<file path="src/rtl/addsub_ovf_pipe.sv">
// Two-stage pipelined adder/subtractor with carry/overflow/zero/negative flags,
// valid/ready flow control and a sticky overflow flag with a saturating event counter.
module addsub_ovf_pipe #(
    parameter int unsigned W     = 32,
    parameter int unsigned CNT_W = 8
) (
    input  logic             clk,
    input  logic             rst,
    input  logic             in_valid,
    output logic             in_ready,
    input  logic [W-1:0]     a,
    input  logic [W-1:0]     b,
    input  logic             sb,
    input  logic             sgn,
    output logic             out_valid,
    input  logic             out_ready,
    output logic [W-1:0]     s,
    output logic             c_out,
    output logic             of,
    output logic             zf,
    output logic             nf,
    output logic             of_sticky,
    input  logic             sticky_clr,
    output logic [CNT_W-1:0] of_cnt
);

    localparam int unsigned H = W / 2;
    localparam logic [CNT_W-1:0] CNT_MAX = '1;

    logic         s1_valid;
    logic [H-1:0] s1_lo;
    logic         s1_c;
    logic [H-1:0] s1_a_hi;
    logic [H-1:0] s1_b_hi;
    logic         s1_sb;
    logic         s1_sgn;

    logic [W-1:0] beff;
    logic [H:0]   lo_sum;
    logic [H:0]   hi_sum;
    logic         signed_of;
    logic         of_next;
    logic         accept;
    logic         s2_load;
    logic         deliver_of;

    // Handshake decode and the two half-width adders
    always_comb begin
        beff       = sb ? ~b : b;
        lo_sum     = {1'b0, a[H-1:0]} + {1'b0, beff[H-1:0]} + (H+1)'(sb);
        hi_sum     = {1'b0, s1_a_hi} + {1'b0, s1_b_hi} + (H+1)'(s1_c);
        signed_of  = (s1_a_hi[H-1] == s1_b_hi[H-1]) && (hi_sum[H-1] != s1_a_hi[H-1]);
        // Unsigned subtract overflows on borrow, i.e. when the carry is absent
        of_next    = s1_sgn ? signed_of : (hi_sum[H] ^ s1_sb);
        in_ready   = !rst && (!s1_valid || !out_valid || out_ready);
        accept     = in_valid && in_ready;
        s2_load    = s1_valid && (!out_valid || out_ready);
        deliver_of = out_valid && out_ready && of;
    end

    // Stage 1: low half sum plus upper operand halves
    always_ff @(posedge clk) begin
        if (rst) begin
            s1_valid <= 1'b0;
        end else begin
            if (accept) begin
                s1_valid <= 1'b1;
                s1_lo    <= lo_sum[H-1:0];
                s1_c     <= lo_sum[H];
                s1_a_hi  <= a[W-1:H];
                s1_b_hi  <= beff[W-1:H];
                s1_sb    <= sb;
                s1_sgn   <= sgn;
            end else if (s2_load) begin
                s1_valid <= 1'b0;
            end
        end
    end

    // Stage 2: upper half and flags, held while the consumer stalls
    always_ff @(posedge clk) begin
        if (rst) begin
            out_valid <= 1'b0;
            s         <= '0;
            c_out     <= 1'b0;
            of        <= 1'b0;
            zf        <= 1'b0;
            nf        <= 1'b0;
        end else begin
            if (s2_load) begin
                out_valid <= 1'b1;
                s         <= {hi_sum[H-1:0], s1_lo};
                c_out     <= hi_sum[H];
                of        <= of_next;
                zf        <= (hi_sum[H-1:0] == '0) && (s1_lo == '0);
                nf        <= hi_sum[H-1];
            end else if (out_ready) begin
                out_valid <= 1'b0;
            end
        end
    end

    // Sticky flag and counter only see delivered results; a coincident clear keeps the new event
    always_ff @(posedge clk) begin
        if (rst) begin
            of_sticky <= 1'b0;
            of_cnt    <= '0;
        end else if (sticky_clr) begin
            of_sticky <= deliver_of;
            of_cnt    <= deliver_of ? CNT_W'(1) : '0;
        end else if (deliver_of) begin
            of_sticky <= 1'b1;
            if (of_cnt != CNT_MAX) begin
                of_cnt <= of_cnt + CNT_W'(1);
            end
        end
    end

endmodule

</file>
<file path="config.mk">
export PLATFORM = sky130hd
export DESIGN_NAME = addsub_ovf_pipe
export DESIGN_NICKNAME = d
export VERILOG_FILES = /design/src/rtl/addsub_ovf_pipe.sv
export SDC_FILE = /design/constraint.sdc
export NUM_CORES = 1
export LEC_CHECK = 0
export ABC_AREA = 1
export CORE_ASPECT_RATIO = 2
export CORE_MARGIN = 2
export CORE_UTILIZATION = 51
export DETAILED_ROUTE_END_ITERATION = 8
export PLACE_DENSITY = 0.89
export SKIP_LAST_GASP = 1
export SYNTH_ARGS = -nofsm -noshare
export SYNTH_HDL_FRONTEND = slang
export SYNTH_SLANG_ARGS = --single-unit
export TNS_END_PERCENT = 10
</file>
<file path="constraint.sdc">
create_clock -name clk -period 6.4 [get_ports clk]
set_input_delay 1.28 -clock clk [delete_from_list [all_inputs] [get_ports clk]]
set_output_delay 1.28 -clock clk [all_outputs]
set_load 0.01 [all_outputs]
</file>
**Word level (Yosys, flattened, before mapping)**

Cells that the tools add are included.

- Flip-flop bits (word level): 98
- Bits in latches: 0
- RAM bits: 0
- ROM bits: 0
- Input port bits: 71
- Output and inout bits: 47
- Word-level logic and storage cells: 59
- Memories kept: 0

- Add/sub/neg operators: 5
- $mul: 0
- Divide/modulo/power cells: 0
- $lt $le $gt $ge: 0
- Eq/ne operators: 3
- Shifts and indexed selects: 0
- Mux-type cells: 12
- Bitwise gates (word level): 3
- Reductions and logical operators: 21

Operators by type and width:

| operator | number |
|---|---|
| $add A16 B16 Y17 | 2 |
| $add A17 B1 Y17 | 2 |
| $logic_not A16 Y1 | 2 |
| $mux W32 | 1 |
| $not A32 Y32 | 1 |
| $mux W8 | 3 |
| $add A8 B1 Y8 const B | 1 |
| $mux W1 | 8 |
| $ne A8 B8 Y1 const B | 1 |
| $reduce_bool A2 Y1 | 4 |
| $logic_and A1 B1 Y1 | 7 |
| $reduce_and A2 Y1 | 2 |
| $logic_not A1 Y1 | 3 |
| $logic_or A1 B1 Y1 | 3 |
| $eq A1 B1 Y1 | 1 |
| $ne A1 B1 Y1 | 1 |
| $not A1 Y1 | 1 |
| $xor A1 B1 Y1 | 1 |

**Logic depth before layout (Yosys ltp)**

- Word-level depth: 6
- Mapped depth: 16
- Mapped depth without buffers: 16

**Least setup slack after synthesis**

No wires, ideal clock.

- Kind: in2reg
- Start point: input port out_ready
- End point: register s1_a_hi[0], enable pin
- Setup time: 0.533 ns
- Data arrival time: 5.212 ns
- Data required time: 5.867 ns
- Slack: 0.655 ns
- Stages on the path: 4
- Path buffers: 0
- Cell sequence: inv_1 nand2_1 nor2_1 nor3b_1

- Longest elaborated chain between the ends: 4

Ends and longest elaborated chain:

| what | line | text |
|---|---|---|
| start: declaration | 16 | `input logic out_ready,` |
| $logic_or A1 B1 Y1 | 55 | `in_ready = !rst && (!s1_valid \|\| !out_valid \|\| out_ready);` |
| $logic_and A1 B1 Y1 | 55 |  |
| $logic_and A1 B1 Y1 | 56 | `accept = in_valid && in_ready;` |
| $reduce_and A2 Y1 (no source line) | - |  |
| end signal: assignment | 70 | `s1_a_hi <= a[W-1:H];` |
| end: declaration | 33 | `logic [H-1:0] s1_a_hi;` |

No other way between the ends.
A chain may end at the register's enable or synchronous reset.

**Worst setup path in the final report**

- Start point: input port rst
- End point: output port in_ready

- Longest elaborated chain between the ends: 2

Ends and longest elaborated chain:

| what | line | text |
|---|---|---|
| start: declaration | 8 | `input logic rst,` |
| $logic_not A1 Y1 | 55 |  |
| $logic_and A1 B1 Y1 | 55 |  |
| end: declaration | 10 | `output logic in_ready,` |

No other way between the ends.

==> impl_metrics.env <==
export IMPL_num_rows=53
export IMPL_num_antenna_cells=0
export IMPL_wl_per_cell_um=14.14
export IMPL_wl_mm=12.81
export IMPL_crit_path_max_fanout=14
export IMPL_cts_tree="yes"
export IMPL_fillerInstances=894
export IMPL_dieArea_um2=11580
export IMPL_hold_class="reg -> reg"
export IMPL_synth_yosys_seq_area_share=0.4501
export IMPL_cts_resized=0
export IMPL_preCtsSetupSlack_ns=2.239
export IMPL_slew_violations=0
export IMPL_hpwl_mm=10.12
export IMPL_first_pass_iters=7
export IMPL_synth_cell_types=41
export IMPL_area_delta_synth_final_pct=28.75
export IMPL_portBuffers=117
export IMPL_swShare=0.2973
export IMPL_worstMarginPinSlew_ns=0.8873
export IMPL_cp_end_kind="output port"
export IMPL_p_int_uw=1152
export IMPL_ioPinCount=118
export IMPL_core_um2=10480
export IMPL_die_w_um=77.09
export IMPL_nNetsFinal=869
export IMPL_grt_pass1_wl_mm=20.91
export IMPL_slew_headroom=0.4085
export IMPL_drt_iter0_drc=252
export IMPL_syn_inst=650
export IMPL_synth_fp_nets=755
export IMPL_cts_htree_levels=3
export IMPL_ys_warn_count=0
export IMPL_drive_gt1_frac=0.04551
export IMPL_clkTransAtPathRegs_ns=0.07
export IMPL_finalCriticalPeriod_ns=4.034
export IMPL_p_seq_frac=0.444
export IMPL_criticalPathCategory="in -> out"
export IMPL_cts_root_buf="clkbuf_16"
export IMPL_hold_viol_final=0
export IMPL_num_vias=4670
export IMPL_hold_start="of_sticky$_SDFFE_PP0P_"
export IMPL_irDropWorstVdd_mv=0.1476
export IMPL_finalSetupViolCount=0
export IMPL_p_leak_uw=0.003082
export IMPL_setup_slack_ns=2.366
export IMPL_viasPerCell=5.155
export IMPL_syn_area_um2=5449
export IMPL_power_uw=1640
export IMPL_setup_tns_ns=0
export IMPL_grt_max_degree=52
export IMPL_syn_area_per_cell_um2=8.383
export IMPL_drc=0
export IMPL_final_common_cell="nand2_1"
export IMPL_whs_ns=0.4652
export IMPL_insertion_delay_ns=0.36
export IMPL_startpoint_type="input pin"
export IMPL_power_frac_comb=0.226
export IMPL_track_usage=0.2280
export IMPL_ys_seq_elements=97
export IMPL_rsz0062_at_grt="false"
export IMPL_cts_hold_buf=0
export IMPL_setup_worst_path_start="rst"
export IMPL_cap_violations=0
export IMPL_overflow=0
export IMPL_cts_buffers=9
export IMPL_drtAntennaViolNets=0
export IMPL_place_area_um2=6714
export IMPL_p_switching_uw=487.4
export IMPL_post_cts_setup_buffers=0
export IMPL_async_reset_ff_frac=0
export IMPL_timing_rr_start="s1_c$_DFFE_PP_"
export IMPL_clock_fmax_mhz=247.9
export IMPL_initial_core_util=0.5201
export IMPL_synth_ff_type="edfxtp_1"
export IMPL_final_cell_mix="nand2_1, clkdlybuf4s50_1, nor2_1, inv_1, edfxtp_1"
export IMPL_worst_ep_required_time_ns=5.12
export IMPL_gp_congestion=0.9719
export IMPL_clkPwrFrac=0.330
export IMPL_cts_buffer_depth=2
export IMPL_worst_ep_arrival_time_ns=2.75
export IMPL_die_h_um=150.2
export IMPL_design_area_um2=7015
export IMPL_grt_pass1_vias=4619
export IMPL_min_period_over_period=0.6303
export IMPL_status="finished clean"
export IMPL_finClkSkew_ns=0.01376
export IMPL_synth_edf_count=51
export IMPL_cts_num_sinks=97
export IMPL_power_density_nw_per_um2=233.7
export IMPL_grt_antenna_before_repair=0
[through the flow]
| step | util | instances |
|---|---|---|
| after floorplan | - | 650 |
| after global placement | 0.6408 | 890 |
| after detailed placement | 0.6408 | 890 |
| after CTS | 0.6696 | 906 |
| after global routing | 0.6696 | 906 |
| final | 0.6696 | 906 |
[power by group through the flow]
stage	Combinational (µW)	Sequential, µW	Clock [µW]
2_1_floorplan	219	745	0
3_5_place_dp	365	742	0
4_1_cts	368	728	546
3_3_place_gp	350	740	0
5_1_grt	410	732	568
6_report	371	728	541
[state kept, by name, indices dropped and copies added, names as in the netlist, 8 cells and up]
| signal | count |
|---|---|
| s | 32 |
| s1_a_hi | 16 |
| s1_b_hi | 16 |
| s1_lo | 16 |
| of_cnt | 8 |
[path summary, 6_finish.rpt]
check	slack (ns)	end	cells past startpoint
max reg2reg	3.69	zf$_SDFFE_PP0P_	15
min	0.47	of_sticky$_SDFFE_PP0P_	2
min reg2reg	0.47	of_sticky$_SDFFE_PP0P_	2
max	2.37	in_ready	3
[kinds of logic after synthesis]
kind of cell             share of synthesized area
AND/OR/NAND/NOR                             0.2218
adder cells (fa/ha/maj)                    0.08220
XOR/XNOR                                   0.08198
AO/OA/AOI/OAI                              0.09116
buffers and inverters                      0.07279
flip-flops                                  0.4501
[routing by layer]
metal,GRT usage,wire length [µm],up-vias
met3,0.02758,499,33
met4,0.1116,466,0
met5,0,0,-
met1,0.2298,4559,2120
li1,-,-,2357
met2,0.4518,7281,160
[critical path: stages]
cell and delay, ns:
clkdlybuf4s50_1 0.66, nor2_1 0.21, clkdlybuf4s50_1 0.59
[synthesized netlist by cell type, drive strengths merged (2+ instances only)]
library cell / n / share of area
nand2: 145 / 0.10
nor2: 82 / 0.056
inv: 81 / 0.056
edfxtp: 51 / 0.28
dfxtp: 46 / 0.17
xor2: 44 / 0.071
nand3: 38 / 0.038
o21ai: 34 / 0.033
a21oi: 31 / 0.028
ha: 31 / 0.071
buf: 11 / 0.011
o211ai: 10 / 0.014
xnor2: 7 / 0.011
clkbuf: 5 / 0.0055
nand4: 5 / 0.0057
nand3b: 4 / 0.0055
nor3b: 4 / 0.0055
fa: 3 / 0.011
nor3: 3 / 0.0028
a21boi: 2 / 0.0034
a31oi: 2 / 0.0023
and3: 2 / 0.0023
[layout make-up]
type | instances | area, µm² | share of cell area
Inverter | 81 | 304.0 | 0.04334
Clock buffer | 9 | 225.2 | 0.03210
Timing Repair Buffer | 119 | 1181 | 0.1684
Clock inverter | 7 | 76.32 | 0.01088
Tap cell | 137 | 171.4 | 0.02443
Sequential cell | 97 | 2452 | 0.3496
Multi-Input combinational cell | 456 | 2605 | 0.3713
Note: power is estimated with default switching activity, not from simulation.
